File: config.mk
export PLATFORM = sky130hd
export DESIGN_NAME = uart_tx_framer
export DESIGN_NICKNAME = d
export VERILOG_FILES = /design/src/rtl/uart_pkg.sv /design/src/rtl/uart_tx_framer.sv
export SDC_FILE = /design/constraint.sdc
export NUM_CORES = 1
export LEC_CHECK = 0
export ABC_CLOCK_PERIOD_IN_PS = 2500
export CAP_MARGIN = 20
export CORE_MARGIN = 10
export CORE_UTILIZATION = 56
export CTS_CLUSTER_DIAMETER = 150
export DETAILED_ROUTE_END_ITERATION = 7
export PLACE_DENSITY = 0.88
export SETUP_SLACK_MARGIN = 0.05
export SYNTH_ARGS = -nofsm -noshare
export SYNTH_HDL_FRONTEND = slang
export SYNTH_SLANG_ARGS = --single-unit
File: constraint.sdc
create_clock -name clk -period 2.5 [get_ports clk]
set_clock_uncertainty 0.05 [all_clocks]
set_input_delay 0.25 -clock clk [delete_from_list [all_inputs] [get_ports clk]]
set_output_delay 0.25 -clock clk [all_outputs]
set_load 0.005 [all_outputs]
File: src/rtl/uart_pkg.sv
// +----------------------------------------------------------------------+
// | uart_pkg                                                             |
// | Shared UART types and defaults for the transmitter and receiver.     |
// | Rev 1.0                                                              |
// +----------------------------------------------------------------------+
`timescale 1ns/1ps
`default_nettype none

package uart_pkg;

    // PARITY keeps its code point even in builds without parity support
    typedef enum logic [2:0] {
        IDLE   = 3'd0,
        START  = 3'd1,
        DATA   = 3'd2,
        PARITY = 3'd3,
        STOP   = 3'd4
    } uart_state_e;

    localparam logic UART_IDLE_LEVEL         = 1'b1;
    localparam int   UART_DATA_BITS_DEFAULT  = 8;
    localparam int   UART_STOP_BITS_DEFAULT  = 1;

endpackage

`default_nettype wire

File: src/rtl/uart_tx_framer.sv
// +----------------------------------------------------------------------+
// | uart_tx_framer                                                       |
// | Baud-tick driven UART transmitter with a one-deep holding register.  |
// | Optional even parity bit when UART_TX_PARITY_EN is defined.          |
// | Rev 1.0                                                              |
// +----------------------------------------------------------------------+
`timescale 1ns/1ps
`default_nettype none

module uart_tx_framer
    import uart_pkg::*;
#(
    parameter int DATA_BITS = UART_DATA_BITS_DEFAULT,
    parameter int STOP_BITS = UART_STOP_BITS_DEFAULT
) (
    input  logic                 clk,
    input  logic                 reset,
    input  logic                 baud_tick,
    input  logic [DATA_BITS-1:0] tx_data,
    input  logic                 tx_valid,
    output logic                 tx_ready,
    output logic                 txd,
    output logic                 tx_busy
);

    localparam int                 c_CNT_W     = $clog2(DATA_BITS);
    localparam logic [c_CNT_W-1:0] c_LAST_BIT  = c_CNT_W'(DATA_BITS - 1);
    localparam logic               c_LAST_STOP = 1'(STOP_BITS - 1);

    uart_state_e          r_state;
    uart_state_e          w_state_nx;
    logic [DATA_BITS-1:0] r_hold;
    logic [DATA_BITS-1:0] r_shift;
    logic [DATA_BITS-1:0] w_shift_nx;
    logic [c_CNT_W-1:0]   r_bit_cnt;
    logic [c_CNT_W-1:0]   w_bit_cnt_nx;
    logic                 r_stop_cnt;
    logic                 w_stop_cnt_nx;
    logic                 r_hold_full;
    logic                 w_hold_full_nx;
    logic                 r_ready;
    logic                 r_txd;
    logic                 w_txd_nx;
    logic                 w_load;
    logic                 w_accept;
`ifdef UART_TX_PARITY_EN
    logic                 r_parity;
`endif

    always_ff @(posedge clk) begin
        if (reset) begin
            r_state <= IDLE;
        end else begin
            r_state <= w_state_nx;
        end
    end

    always_comb begin
        w_state_nx    = r_state;
        w_shift_nx    = r_shift;
        w_bit_cnt_nx  = r_bit_cnt;
        w_stop_cnt_nx = r_stop_cnt;
        w_txd_nx      = r_txd;
        w_load        = 1'b0;
        w_accept      = tx_valid && r_ready;

        if (baud_tick) begin
            case (r_state)
                IDLE: begin
                    if (r_hold_full) begin
                        w_load     = 1'b1;
                        w_state_nx = START;
                        w_txd_nx   = 1'b0;
                    end
                end
                START: begin
                    w_state_nx = DATA;
                    w_txd_nx   = r_shift[0];
                end
                DATA: begin
                    w_shift_nx   = r_shift >> 1;
                    w_bit_cnt_nx = r_bit_cnt + 1'b1;
                    if (r_bit_cnt == c_LAST_BIT) begin
`ifdef UART_TX_PARITY_EN
                        w_state_nx = PARITY;
                        w_txd_nx   = r_parity;
`else
                        w_state_nx = STOP;
                        w_txd_nx   = UART_IDLE_LEVEL;
`endif
                    end else begin
                        w_txd_nx = r_shift[1];
                    end
                end
                PARITY: begin
                    w_state_nx = STOP;
                    w_txd_nx   = UART_IDLE_LEVEL;
                end
                STOP: begin
                    // A held byte chains straight into its start bit
                    if (r_stop_cnt == c_LAST_STOP) begin
                        if (r_hold_full) begin
                            w_load     = 1'b1;
                            w_state_nx = START;
                            w_txd_nx   = 1'b0;
                        end else begin
                            w_state_nx = IDLE;
                        end
                    end else begin
                        w_stop_cnt_nx = r_stop_cnt + 1'b1;
                    end
                end
                default: begin
                    w_state_nx = IDLE;
                end
            endcase
        end

        if (w_load) begin
            w_shift_nx    = r_hold;
            w_bit_cnt_nx  = '0;
            w_stop_cnt_nx = 1'b0;
        end

        if (w_load) begin
            w_hold_full_nx = 1'b0;
        end else if (w_accept) begin
            w_hold_full_nx = 1'b1;
        end else begin
            w_hold_full_nx = r_hold_full;
        end
    end

    always_ff @(posedge clk) begin
        if (reset) begin
            r_hold      <= '0;
            r_shift     <= '0;
            r_bit_cnt   <= '0;
            r_stop_cnt  <= 1'b0;
            r_hold_full <= 1'b0;
            r_ready     <= 1'b1;
            r_txd       <= UART_IDLE_LEVEL;
        end else begin
            if (w_accept) begin
                r_hold <= tx_data;
            end
            r_shift     <= w_shift_nx;
            r_bit_cnt   <= w_bit_cnt_nx;
            r_stop_cnt  <= w_stop_cnt_nx;
            r_hold_full <= w_hold_full_nx;
            r_ready     <= !w_hold_full_nx;
            r_txd       <= w_txd_nx;
        end
    end

`ifdef UART_TX_PARITY_EN
    always_ff @(posedge clk) begin
        if (reset) begin
            r_parity <= 1'b0;
        end else if (w_load) begin
            r_parity <= ^r_hold;
        end
    end
`endif

    assign tx_ready = r_ready;
    assign txd      = r_txd;
    assign tx_busy  = (r_state != IDLE) || r_hold_full;

endmodule

`default_nettype wire

== Yosys cells after proc, flatten, opt, wreduce, memory -nomap -nowiden ==
Cells that the tools add are included.
W data, S select, Z words.
Storage, ports and cells
  flip-flop bits (word level): 26
  input port bits: 12
Cells by class
  add/sub/neg operators: 2
  reduce and logical (&&, ||, !) cells: 14
  equality and inequality tests: 8
  multiplexer cells: 19
Operators by type and width (number)
  $mux W8: 3
  $pmux W3 S5: 1
  $mux W1: 10
  $mux W3: 3
  $eq A3 B2 Y1 const B: 2
  $eq A3 B3 Y1 const B: 2
  $ne A2 B2 Y1 const B: 3
  $reduce_and A2 Y1: 3
  $pmux W1 S5: 1
  $reduce_bool A5 Y1: 1
  $reduce_and A4 Y1: 1
  $reduce_bool A2 Y1: 2
  $add A3 B1 Y3 const B: 1
  $eq A3 B1 Y1 const B: 1
  $logic_not A3 Y1: 1
  $reduce_and A3 Y1: 1
  $reduce_bool A3 Y1: 1
  $pmux W1 S2: 1
  $reduce_or A2 Y1: 1
  $add A1 B1 Y1 const B: 1
  $logic_and A1 B1 Y1: 1
  $logic_not A1 Y1: 1
  $logic_or A1 B1 Y1: 1

== Depth between registers and ports, before layout ==
  word-level depth: 6
  depth in mapped cells: 6
  depth with buffers taken out: 6

== Worst setup path before layout ==
OpenSTA, ideal clock, no wires.
  kind: reg-to-reg
  from: register r_state[2]
  to: register r_shift[6]
  arrival time: 1.229 ns
  clock period less this slack: 1.382 ns
  required time: 2.347 ns
  stages on the path, launching flop included: 7
  setup slack: 1.118 ns
  setup time: 0.103 ns
  buffers on the path: 2
  path through: dfxtp_1 buf_6 nand2b_4 buf_6 a21oi_4 nor2_1 a2111oi_2
Between the ends
  longest elaborated chain between the ends: 5
  elaborated cells between the ends (all ways): 9
RTL lines
  from (decl): RTL line uart_tx_framer.sv:30  | uart_state_e r_state;
  from (signal assigned): RTL line uart_tx_framer.sv:54  | r_state <= w_state_nx;
  $eq A3 B3 Y1 / $logic_not A3 Y1 (equally long branches): RTL line uart_tx_framer.sv:68  | case (r_state)
  $pmux W1 S2: RTL line uart_tx_framer.sv:68
  $mux W1: RTL line uart_tx_framer.sv:67  | if (baud_tick) begin
  $reduce_bool A2 Y1 (no line)
  $reduce_and A2 Y1 (no line)
  to (signal assigned): RTL line uart_tx_framer.sv:147  | r_shift <= w_shift_nx;
  to (decl): RTL line uart_tx_framer.sv:33  | logic [DATA_BITS-1:0] r_shift;
Several ways; a longest one is shown, not always the timed one.
A chain may end at the register's enable or synchronous reset.

== Worst setup path in the final report ==
  from: register r_state[1]
  to: output port tx_busy
Between the ends
  longest elaborated chain between the ends: 2
RTL lines
  $reduce_bool A3 Y1: RTL line uart_tx_framer.sv:168  | assign tx_busy = (r_state != IDLE) || r_hold_full;
  $logic_or A1 B1 Y1: RTL line uart_tx_framer.sv:168
  to (decl): RTL line uart_tx_framer.sv:23  | output logic tx_busy
No other way between the ends.

==> results.md <==
- Outcome: finished clean
- Critical Path End Type: output pin
- Hold Violations, Final: 0
- Rows: 16
- # resized after CTS: 0
- Final Cell Area: between 1000 and 1500 µm²
- Most frequent cell after synthesis: nor2_1
- CP Data Arrival Time: between 1500 and 2000 ps
- Async SR Flop Fraction: 0%
- Die width: about 65 µm
- Routed length per placed instance: between 10 and 15 µm
- Gate count of the mapped netlist: about 140
- Drt drc: 0
- Clock transition at path regs: about 140 ps
- Max Cap Viol: 0
- CTS Sinks: 25
- Root Buffer Master: clkbuf_4
- Via count: between 900 and 1000
- Largest cells by area after synthesis: dfxtp_1, nor2_1, nand2_1, a21oi_1, o22ai_1
- # nets final: 161
- Synth top area share: around 45%
- Ant diodes: 0
- CP Max Fanout: 22
- Grt ovf: 0
- CP max stage delay: 550 ps
- Most used DFF post-synth: dfxtp_1
- Setup repair after global routing missed its margin: no
- Largest family of logic cells by synthesized area: simple AND/OR/NAND/NOR gates
- Synth cell count leaders: nor2_1, dfxtp_1, nand2_1
- Synth Area in Compound Gates: 21.3%
- Yosys cell types: 31
- CTS Hold Bufs: 0
- Slew @ Worst Pin: roughly 690 ps
- H-tree depth: 1
- Post-Synth Adder-Cell Area: between 2 and 2.5%
- Core area: just under 2000 µm²
- Crit-path leading delay family: flip-flops
- Synth Area per Inst: 8.13 µm²
- Crit path max-delay cell type: dfxtp_1
- Initial antenna violation count: 0
- Post-Syn Area: about 1100 µm²
- Placer Congestion: slightly above 0.9
- Ports: 15
- Number of global-route vias before repair: 932
- Post-DRT Antenna Nets: 0
- Post-synth EDFFs: 0
- Fmax: 461 MHz
- Worst Path Buf+Inv: 1
- Die area: roughly 4200 µm²
- Pwr per Cell Area: just over 600 nW/µm²
- TritonCTS clock tree: yes
- HP Class: in2reg
- Initial Util: just under 60%
- P&R area growth vs syn: 13.3%
- GRT Total Usage: a little under an eighth
- Worst vdd rail ir drop: 0.000473 V
- Syn nets: roughly 150
- IO buf count: 14
- Worst Setup Start Kind: flip-flop
- Fin. max-slew vios: 0
- Post-synthesis sequential area ratio: 44.9%
- Final setup fails: 0
- Largest area contributor in the netlist: dfxtp_1
- Fin crit share: between 80 and 90%
- Post-DP HPWL: roughly 1600 µm
- Worst skew pair latency: slightly above 300 ps
- Via/cell ratio: between 5 and 6
- Synth Area in Simple Gates: 24.2%
- Max clock buf depth: 2
- Yosys warnings: 0
- CP required: 2200 ps
- Share of layout cells above drive strength 1: 6.16%
- Post-CTS setup buffer count: 0
- Largest net degree at the start of global routing: 23
- Synth Area in XOR/XNOR: 0.787%
- Detailed Routing Iterations Pass 1: 4
- Tmin final: between 2000 and 2500 ps
- Num CTS Buffers: 3
- Setup TNS: 0 ps
- Placed cells: 169
- Die Y: 64.6 µm
- Mux cell area share after synthesis: 0%
- Worst path cell trace: or4_1, clkdlybuf4s50_1
- Fin cells: 173
- Crit path kind: reg2out
- DRT iter0 DRCs: 43
- Post-Place Cell Area: roughly 1200 µm²
- Leak pwr: about 0.47 nW
- Final WL: about 2300 µm
- Global-route wire length before repair: approximately 4000 µm
- #FFs+latches synth: 25
- Max_slew headroom: between 50% and 60%
[placed cells by master (no fill, tap or decap), drive strengths merged, types with 2 or more instances in the layout]
| cell type | instances |
|---|---|
| a2111oi | 2 |
| a21oi | 16 |
| a22oi | 4 |
| a2bb2oi | 2 |
| clkbuf | 3 |
| clkdlybuf4s50 | 14 |
| dfxtp | 25 |
| ha | 2 |
| inv | 3 |
| nand2 | 21 |
| nand2b | 3 |
| nor2 | 26 |
| nor3 | 2 |
| o21ai | 4 |
| o22ai | 6 |
[report_power, final]
group | switching [W] | internal (W)
Sequential | 0.0000273 | 0.000425
Clock | 0.000118 | 0.0000598
Combinational | 0.0000649 | 0.0000713
Total | 0.000211 | 0.000557
[stage by stage]
stage / utilization [%] / power (W) / setup slack, ps / hold slack, ps
floorplan: - / 0.000551 / 1120 / 324
CTS: 65.6 / 0.000768 / 334 / 417
finish: 65.6 / 0.000767 / 331 / 419
global route: 65.6 / 0.000805 / 219 / 429
global placement: 64.2 / 0.000590 / 636 / 400
detailed placement: 64.2 / 0.000596 / 518 / 405
[sequential cells by signal (all words and copies together) (netlist names)]
name and flops:
r_bit_cnt 3, r_state 3, r_shift 8, r_hold 8, r_hold_full 1, txd 1, tx_ready 1
[cells by family (layout without fill, tap and decap cells)]
family                   after synthesis  after routing
AO/OA/AOI/OAI                         36             36
XOR/XNOR                               1              1
adder cells (fa/ha/maj)                2              2
buffers and inverters                 13             22
AND/OR/NAND/NOR                       60             60
flip-flops                            25             25
[worst min-delay path: cells and delay by family]
family | cells | cell delay [ps]
AO/OA/AOI/OAI | 1 | 50
buffers and inverters | 1 | 390
AND/OR/NAND/NOR | 1 | 60
[final timing paths]
kind	slack, ps	from	cells past startpoint	to
worst min register to register	420	r_hold[3]$_SDFFE_PP0P_	2	r_hold[3]$_SDFFE_PP0P_
worst max-delay path	330	r_state[1]$_SDFFE_PP0P_	2	tx_busy
worst max register to register	670	r_state[1]$_SDFFE_PP0P_	4	r_shift[6]$_SDFFE_PP0P_
worst min-delay path	420	tx_data[4]	3	r_hold[4]$_SDFFE_PP0P_
[area by class of cell]
class                           count  area (µm²)
Fill cell                         179         661
Clock inverter                      1        5.00
Multi-Input combinational cell     99         541
Tap cell                           27        33.8
Clock buffer                        3        22.5
Inverter                            3        11.3
Timing Repair Buffer               15         148
Sequential cell                    25         500
[metal layers]
| metal | vias up | routed length (µm) | GRT usage (%) |
|---|---|---|---|
| li1 | 486 | - | - |
| met1 | 462 | 983 | 13.1 |
| met2 | 23 | 1160 | 18.8 |
| met3 | 2 | 138 | 3.61 |
| met4 | 0 | 19 | 4.01 |
| met5 | - | 0 | 0 |
Note: power is estimated with default switching activity, not from simulation.
